<file path="src/rtl/fifo_pkg.sv">
// Shared constants and helpers for the sync FIFO family.
// Read-mode encodings and a width helper.
package fifo_pkg;

  localparam int FIFO_MODE_STD  = 0;
  localparam int FIFO_MODE_FWFT = 1;

  function automatic int clog2(input int n);
    int r;
    r = 0;
    for (int i = 0; i < 31; i++) begin
      if ((1 << i) < n) r = i + 1;
    end
    return r;
  endfunction

endpackage

</file>
<file path="src/rtl/fifo_mem.sv">
// Storage array: one write port, one async read address, no reset.
// Ports: clk, we/waddr/wdata write side, raddr/rdata read side.
module fifo_mem #(
  parameter int DATA_WIDTH = 8,
  parameter int ADDR_WIDTH = 4
) (
  input  logic                  clk,
  input  logic                  we,
  input  logic [ADDR_WIDTH-1:0] waddr,
  input  logic [DATA_WIDTH-1:0] wdata,
  input  logic [ADDR_WIDTH-1:0] raddr,
  output logic [DATA_WIDTH-1:0] rdata
);

  logic [DATA_WIDTH-1:0] mem [1 << ADDR_WIDTH];

  always_ff @(posedge clk) begin
    if (we) mem[waddr] <= wdata;
  end

  assign rdata = mem[raddr];

endmodule

</file>
<file path="src/rtl/sync_fifo_ctrl.sv">
// Single-clock FIFO: pointers, count, status, sticky errors, read path.
// Ports: clk/rst_n/clr, wr_*/full/almost_full, rd_*/empty/almost_empty, count, overflow/underflow.
module sync_fifo_ctrl
  import fifo_pkg::*;
#(
  parameter int DATA_WIDTH = 8,
  parameter int ADDR_WIDTH = 4,
  parameter int FWFT       = FIFO_MODE_STD,
  parameter int AF_THRESH  = (1 << ADDR_WIDTH) - 2,
  parameter int AE_THRESH  = 2
) (
  input  logic                  clk,
  input  logic                  rst_n,
  input  logic                  clr,
  input  logic                  wr_en,
  input  logic [DATA_WIDTH-1:0] wr_data,
  output logic                  full,
  output logic                  almost_full,
  input  logic                  rd_en,
  output logic [DATA_WIDTH-1:0] rd_data,
  output logic                  rd_valid,
  output logic                  empty,
  output logic                  almost_empty,
  output logic [ADDR_WIDTH:0]   count,
  output logic                  overflow,
  output logic                  underflow
);

  localparam int DEPTH = 1 << ADDR_WIDTH;
  localparam int CNT_W = clog2(DEPTH) + 1;
  localparam bit IS_FWFT = (FWFT == FIFO_MODE_FWFT);

  localparam logic [CNT_W-1:0] DEPTH_C = CNT_W'(DEPTH);
  localparam logic [CNT_W-1:0] AF_C    = CNT_W'(AF_THRESH);
  localparam logic [CNT_W-1:0] AE_C    = CNT_W'(AE_THRESH);

  if (!(AE_THRESH > 0 && AE_THRESH < AF_THRESH && AF_THRESH <= DEPTH))
  begin : g_bad_thresh
    $error("sync_fifo_ctrl: need 0 < AE_THRESH < AF_THRESH <= DEPTH");
  end

  if (FWFT != FIFO_MODE_STD && FWFT != FIFO_MODE_FWFT)
  begin : g_bad_mode
    $error("sync_fifo_ctrl: FWFT must be 0 or 1");
  end

  logic [ADDR_WIDTH-1:0] wr_ptr_q, wr_ptr_d;
  logic [ADDR_WIDTH-1:0] rd_ptr_q, rd_ptr_d;
  logic [CNT_W-1:0]      count_q, count_d;
  logic                  ovf_q, ovf_d;
  logic                  udf_q, udf_d;
  logic                  rd_valid_q, rd_valid_d;
  logic [DATA_WIDTH-1:0] rd_data_q, rd_data_d;
  logic [DATA_WIDTH-1:0] mem_rdata;
  logic                  wr_ok;
  logic                  rd_ok;

  // Status comes from the registered count only.
  assign full         = (count_q == DEPTH_C);
  assign empty        = (count_q == '0);
  assign almost_full  = (count_q >= AF_C);
  assign almost_empty = (count_q <= AE_C);
  assign count        = count_q;
  assign overflow     = ovf_q;
  assign underflow    = udf_q;

  // A full FIFO rejects a write even when a read pops the same cycle.
  assign wr_ok = wr_en && !full && !clr;
  assign rd_ok = rd_en && !empty && !clr;

  fifo_mem #(
    .DATA_WIDTH(DATA_WIDTH),
    .ADDR_WIDTH(ADDR_WIDTH)
  ) u_mem (
    .clk  (clk),
    .we   (wr_ok),
    .waddr(wr_ptr_q),
    .wdata(wr_data),
    .raddr(rd_ptr_q),
    .rdata(mem_rdata)
  );

  always_comb begin
    wr_ptr_d   = wr_ptr_q;
    rd_ptr_d   = rd_ptr_q;
    count_d    = count_q;
    ovf_d      = ovf_q;
    udf_d      = udf_q;
    rd_valid_d = 1'b0;
    rd_data_d  = rd_data_q;
    if (clr) begin
      wr_ptr_d = '0;
      rd_ptr_d = '0;
      count_d  = '0;
      ovf_d    = 1'b0;
      udf_d    = 1'b0;
    end else begin
      if (wr_ok) wr_ptr_d = wr_ptr_q + 1'b1;
      if (rd_ok) rd_ptr_d = rd_ptr_q + 1'b1;
      count_d = count_q + CNT_W'(wr_ok) - CNT_W'(rd_ok);
      if (wr_en && full) ovf_d = 1'b1;
      if (rd_en && empty) udf_d = 1'b1;
      rd_valid_d = rd_ok;
      if (rd_ok) rd_data_d = mem_rdata;
    end
  end

  always_ff @(posedge clk or negedge rst_n) begin
    if (!rst_n) begin
      wr_ptr_q   <= '0;
      rd_ptr_q   <= '0;
      count_q    <= '0;
      ovf_q      <= 1'b0;
      udf_q      <= 1'b0;
      rd_valid_q <= 1'b0;
      rd_data_q  <= '0;
    end else begin
      wr_ptr_q   <= wr_ptr_d;
      rd_ptr_q   <= rd_ptr_d;
      count_q    <= count_d;
      ovf_q      <= ovf_d;
      udf_q      <= udf_d;
      rd_valid_q <= rd_valid_d;
      rd_data_q  <= rd_data_d;
    end
  end

  // FWFT shows the head word directly; standard mode uses the read register.
  assign rd_valid = IS_FWFT ? !empty : rd_valid_q;
  assign rd_data  = IS_FWFT ? (empty ? '0 : mem_rdata) : rd_data_q;

endmodule

</file>
<file path="config.mk">
export PLATFORM = sky130hd
export DESIGN_NAME = sync_fifo_ctrl
export DESIGN_NICKNAME = d
export VERILOG_FILES = /design/src/rtl/fifo_pkg.sv /design/src/rtl/fifo_mem.sv /design/src/rtl/sync_fifo_ctrl.sv
export SDC_FILE = /design/constraint.sdc
export NUM_CORES = 1
export LEC_CHECK = 0
export BUFFER_PORTS_ARGS = -buffer_cell sky130_fd_sc_hd__buf_2
export CORE_MARGIN = 2
export CORE_UTILIZATION = 50
export CTS_BUF_LIST = sky130_fd_sc_hd__clkbuf_4 sky130_fd_sc_hd__clkbuf_8
export DETAILED_ROUTE_END_ITERATION = 10
export PLACE_DENSITY = 0.67
export SLEW_MARGIN = 10
export SYNTH_ARGS = -nofsm -noshare
export SYNTH_HDL_FRONTEND = slang
export SYNTH_HIERARCHICAL = 1
export SYNTH_SLANG_ARGS = --single-unit
</file>
<file path="constraint.sdc">
create_clock -name clk -period 3.9 [get_ports clk]
set_input_delay 0.39 -clock clk [delete_from_list [all_inputs] [get_ports clk]]
set_output_delay 0.39 -clock clk [all_outputs]
set_load 0.05 [all_outputs]
</file>
==> results of run 1 <==
through the flow:
stage	setup WS (ns)	area [sq um]	utilization (%)	instances	hold WS, ns
2_1_floorplan	0.4489	6317	-	336	0.09441
3_3_place_gp	0.6692	6640	53.27	533	0.3935
3_5_place_dp	0.5668	6640	53.27	533	0.4086
4_1_cts	0.5827	7054	56.59	566	0.2203
5_1_grt	0.2964	7054	56.59	566	0.2291
6_report	0.6166	7054	56.59	566	0.2397
what timing repair did:
action,CTS,global route
setup endpoints to repair,0,0
hold endpoints to repair,24,0
hold buffers,1,0
setup buffers,0,0
area by class of cell:
class	instances	share of cell area, %
flip-flops and latches	152	63.04
well taps	172	3.051
inverters	7	0.3725
clock buffers	19	3.530
repair buffers	39	3.051
clock inverters	13	2.199
multi-input cells	164	24.76
worst max-delay path, stage by stage, from the launching register on:
cell     delay, ns
dfrtp_1       0.42
inv_1         0.10
ha_1          0.22
nor4b_4       0.16
nor3b_2       0.75
ha_1          0.37
inv_1         0.06
ha_1          0.15
inv_1         0.06
fa_1          0.42
nor3_1        0.25
or4_1         0.15
a21oi_1       0.06
power by group:
part / internal [mW] / switching, mW / total (mW)
combinational: 0.505 / 0.710 / 1.22
sequential: 1.86 / 0.168 / 2.03
clock: 0.640 / 0.554 / 1.19
total: 3.01 / 1.43 / 4.44
layout by cell type (no fill, tap or decap), drive strengths merged, types with 3 or more instances in the layout:
master / instances
or3: 4
clkbuf: 19
ha: 13
a21oi: 9
nor2: 20
nand2b: 7
clkinv: 6
clkinvlp: 4
mux4: 32
mux2: 11
nor2b: 10
buf: 38
inv: 7
o21ai: 5
a22oi: 16
nand2: 12
edfxtp: 128
dfrtp: 24
nor3: 5
bufinv: 3
flip-flops by register name, summed over array words and instances, names as in the netlist:
signal / cells
rd_valid: 1
rd_data: 8
rd_ptr_q: 4
overflow: 1
underflow: 1
wr_ptr_q: 4
u_mem/mem: 128
count: 5
cells by family after synthesis:
kind of cell / Yosys count
and+or+nand+nor: 71
xor gates and xnor gates: 1
muxes: 45
buffers and inverters: 20
DFF: 152
AOI/OAI and AO/OA: 33
adders and majority gates: 14
layer usage:
layer	wire length, um	part of all wire, %	GRT usage (%)
met1	5122	44	27.03
met2	5454	47	28.14
met3	805	6.9	5.397
met4	253	2.2	7.143
met5	0	0	0
path summary, 6_finish.rpt:
check                      startpoint     endpoint  slack (ns)  depth (start not counted)
max in group asynchronous       rst_n  rd_ptr_q[0]        3.04                          2
min reg2reg                  overflow     overflow        0.49                          2
min                             wr_en     overflow        0.24                          3
max                          count[2]     count[4]        0.62                         12
min in group asynchronous       rst_n     count[4]        0.46                          2
max reg2reg                  count[2]     count[4]        0.62                         12
==> out/metrics.cfg, run 1 <==
[synth]
syn_nets = 363
yosysTopAreaCell = edfxtp_1
synth_compound_area_share_pct = 3.367
ys.flop_type = edfxtp_1
yosysWarnings = 6
synth_area_leaders = edfxtp_1 61%, dfrtp_1 9.5%, mux4_2 6.4%
yosys-top-cells-count = 128 x edfxtp_1, 24 x dfrtp_1, 20 x nor2_1
yosysMostFrequentCell = edfxtp_1
yosysSeqAreaShare_pct = 70.35
synthSimpleGateAreaFrac_pct = 6.179
synth_edf_count = 128
synth_xor_area_share_pct = 0.1386
muxShareOfSynthArea_pct = 14.99
synth.distinct_cells = 38
synth_top_family_by_area = multiplexers
synth.avg_cell_area_sq_um = 18.80
synth_fa_ha_area_share_pct = 2.892
synth.cell_area_sq_um = 6317
synthCells = 336
ys_ff_latch = 152
async_reset_ff_share_pct = 15.79
synth_top_area_share_pct = 60.84

[floorplan]
die_y_um = 116.4
pin_count = 33
num_rows = 41
start_util_pct = 50.68
core-area_sq_um = 12470
die_w_um = 116.4
die_area_sq_um = 13550

[clock_network]
cts_sinks = 152
cts_root_buffer = clkbuf_8
post_cts_resized = 0
cts_buffers = 17
cts_tree = done
clock_latency_ns = 0.44
path_clk_slew_ns = 0.08
ctsHtreeMaxLevel = 4
clk_path_buf_depth = 2

[global_route]
gr-total-overflow = 0
grt.total_usage_pct = 18.96
antenna_found_initial = 0
grt_max_degree = 36
grt_pass1_wl_mm = 17.88
grt_pass1_vias = 3081

[cells_and_area]
syn_to_final_growth_pct = 11.67
multi_input_area_sq_um = 1747
drive_gt1_share_pct = 26.14
regArea_sq_um = 4447
n_fill_cell = 974
antenna-diode-count = 0
nets = 408

[timing]
fin_skew_ns = 0.01064
rsz0062_at_grt = false
period_needed_ns = 3.283
maxSlewViolCount = 0
setup_violations = 0
fin_setup_tns_ns = 0
hold_viol = 0
worstMarginPinSlew_ns = 0.9055
maxSlewHeadroom_pct = 39.37
clock.fmax_mhz = 304.6
period_share_pct = 84.19

[placement]
place.gp.congestion = 0.7346
portBuffers = 32
dpl.hpwl_mm = 7.565

[hold_path]
hp-class = in2reg

[routing]
drt_pre_antenna_iters = 4
routed_via_density = 5.562
wirelength_mm = 11.64
vias = 3148
wl_per_cell_um = 20.56
drtAntennaViolNets = 0
drt_iter0_drc = 257
drc = 0

[setup_path]
path_class = reg2reg
start_kind = flop
arrival_ns = 3.59
cp-end-kind = flop
cp.required_ns = 4.21
crit_path_max_fanout = 9

[power_and_ir_drop]
p_leak_nw = 2.449
p_per_area_nw_per_um2 = 629.3
peakVddDrop_uv = 244.8
finalPower_mw = 4.439

[job]
cap_violations = 0

[status]
status = completed

(Power assumes the default switching activity.)
==> run 2: changes to the inputs <==
--- a/config.mk
+++ b/config.mk
@@ -10,7 +10,7 @@
 export CORE_UTILIZATION = 50
 export CTS_BUF_LIST = sky130_fd_sc_hd__clkbuf_4 sky130_fd_sc_hd__clkbuf_8
 export DETAILED_ROUTE_END_ITERATION = 10
-export PLACE_DENSITY = 0.67
+export PLACE_DENSITY = 0.7
 export SLEW_MARGIN = 10
 export SYNTH_ARGS = -nofsm -noshare
 export SYNTH_HDL_FRONTEND = slang
==> constraint.sdc (replaced) <==
create_clock -name clk -period 2.8 [get_ports clk]
set_input_delay 0.28 -clock clk [delete_from_list [all_inputs] [get_ports clk]]
set_output_delay 0.28 -clock clk [all_outputs]
set_load 0.05 [all_outputs]
==> out/metrics.cfg, run 2 (synthesized netlist as in run 1, its figures left out) <==
[clock_network]
clk_path_buf_depth = 2  ; unchanged
cts_buffers = 17  ; unchanged
cts_tree = done
cts_sinks = 152  ; unchanged
post_cts_buffers = 0  ; unchanged
clock_latency_ns = 0.45  ; about the same
ctsHtreeMaxLevel = 4  ; unchanged
path_clk_slew_ns = 0.08  ; about the same
cts_root_buffer = clkbuf_8

[timing]
fin_skew_ns = 0.01108  ; +0.0004358 ns
setup_violations = 0  ; unchanged
maxSlewViolCount = 0  ; unchanged
period_share_pct = 93.35  ; +9.2 points
rsz0062_at_grt = false
maxSlewHeadroom_pct = 49.33  ; +10 points
hold_viol = 0  ; unchanged
holdWs_ns = 0.1351  ; -0.1046 ns
clock.fmax_mhz = 382.6  ; +26%
worstMarginPinSlew_ns = 0.7585  ; -0.1471 ns
period_needed_ns = 2.614  ; -0.6695 ns

[hold_path]
hp-class = in2reg
min_to = rd_valid
holdCritStartpoint = rd_en
holdPathStages = 2  ; -1

[setup_path]
start_kind = flop
cp-end-kind = flop
crit_path_max_fanout = 5  ; -4
r2r_setup_slack_ns = 0.19  ; -0.43 ns
ff2ff_path_depth = 13  ; +1
r2r_start = count[2]
r2r_end = count[4]
arrival_ns = 2.98  ; -0.61 ns
path_class = reg2reg
cp.required_ns = 3.17  ; -1.04 ns

[cells_and_area]
largest_register_ffs = 128  ; unchanged
antenna-diode-count = 0  ; unchanged
nets = 423  ; +3.7%
final_cells = 579  ; +2.3%
syn_to_final_growth_pct = 15.31
fin_util_pct = 58.44  ; +1.8 points
drive_gt1_share_pct = 33.17  ; +7.0 points
largest-register = u_mem/mem
final_common_cell = edfxtp_1
n_fill_cell = 943  ; -3.2%
layout_common_cells = 128 x edfxtp_1, 32 x buf_2, 20 x buf_4

[placement]
portBuffers = 32  ; unchanged
dpl.hpwl_mm = 7.831  ; +3.5%
dp_cells = 548  ; +2.8%
place.gp.congestion = 0.8232  ; +12%

[power_and_ir_drop]
p_per_area_nw_per_um2 = 874.4  ; +39%
peakVddDrop_uv = 295.9  ; +21%
finalPower_mw = 6.370  ; +43%
p_leak_nw = 2.552  ; +4.2%

[routing]
vias = 3263  ; +3.7%
drtAntennaViolNets = 0  ; unchanged
drc = 0  ; unchanged
drt_pre_antenna_iters = 4  ; unchanged
wirelength_mm = 12.07  ; +3.7%
routed_via_density = 5.636  ; +1.3%
wl_per_cell_um = 20.85  ; +1.4%
drt_iter0_drc = 247  ; -3.9%

[status]
status = completed

[job]
cap_violations = 0  ; unchanged

[global_route]
grt_max_degree = 25  ; -31%
antenna_found_initial = 0  ; unchanged
grt_pass1_wl_mm = 18.74  ; +4.8%
grt_pass1_vias = 3286  ; +6.7%
grt.total_usage_pct = 19.80  ; +0.83 points
gr-total-overflow = 0  ; unchanged

[floorplan]
num_rows = 41  ; unchanged
die_y_um = 116.4  ; unchanged
core-area_sq_um = 12470  ; unchanged
start_util_pct = 50.68  ; unchanged
die_area_sq_um = 13550  ; unchanged
die_w_um = 116.4  ; unchanged
pin_count = 33  ; unchanged

==> run 2: changes by cell type in the layout (fill, tap and decap cells not counted), moves of 2 or more <==
cell / before / now
buf_4: 6 / 20
nor2_1: 20 / 17
nor2_4: 0 / 3
inv_2: 0 / 4
ha_1: 13 / 10
nor3_1: 5 / 0
inv_1: 7 / 3
dfrtp_1: 22 / 19
dfrtp_2: 2 / 5
clkinv_4: 2 / 0
clkinvlp_4: 4 / 1
nor3_2: 0 / 4
ha_4: 0 / 3
==> run 2: metrics by stage <==
stage | TNS, ns | setup slack (ns) | instance area (sq um)
after global placement | 0 | 0.1827 | 6863
after global routing | 0 | 0.005630 | 7284
after floorplan | -1.402 | -0.3994 | 6421
final | 0 | 0.1861 | 7284
after CTS | 0 | 0.07046 | 7282
after detailed placement | 0 | 0.09123 | 6863
==> run 2: where the power goes <==
part / leakage, nW / internal, mW / total [mW] / switching [mW]
Clock: 0.206 / 0.982 / 1.73 / 0.752
Combinational: 0.890 / 0.783 / 1.88 / 1.10
Sequential: 1.46 / 2.60 / 2.76 / 0.158
Total: 2.55 / 4.36 / 6.37 / 2.01
==> run 2: final cells by class <==
cell class	instances	area (sq um)	share of cell area [%]
Clock buffer	20	256.5	3.521
Clock inverter	10	152.6	2.095
Inverter	7	26.28	0.3607
Multi-Input combinational cell	164	1843	25.30
Sequential cell	152	4451	61.10
Tap cell	172	215.2	2.954
Timing Repair Buffer	54	340.3	4.672
==> run 2: how the worst max path moves through the flow <==
stage / from / end / slack [ns]
after floorplan: count[3] / count[4] / -0.40
after global placement: count[2] / count[4] / 0.18
after detailed placement: count[2] / count[4] / 0.09
after CTS: count[2] / count[4] / 0.07
after global routing: count[2] / count[4] / 0.006
final: count[2] / count[4] / 0.19
==> run 2: repair_timing <==
action                                 4_1_cts  5_1_grt
gates resized for setup                      0        1
hold buffers                                 1        0
setup endpoints to repair                    0        9
endpoints found under the hold margin       24        0
==> run 2: metal layers <==
metal	vias to the layer above	share of wire [%]	track usage (%)	wire, um
li1	1458	-	-	-
met1	1712	44	27.65	5361
met2	81	50	30.12	5985
met3	12	4.5	4.826	547
met4	0	1.5	8.492	178
met5	-	0	0	0
==> run 2: worst max-delay path: stages (launching register included) <==
cell and delay (ns):
dfrtp_2 0.41, inv_2 0.07, ha_4 0.15, and4bb_2 0.24, nor2b_2 0.18, nand2b_1 0.12, ha_4 0.28, inv_2 0.04
ha_4 0.15, inv_2 0.05, fa_2 0.20, nor3_2 0.04, or4_1 0.47, a21oi_1 0.14
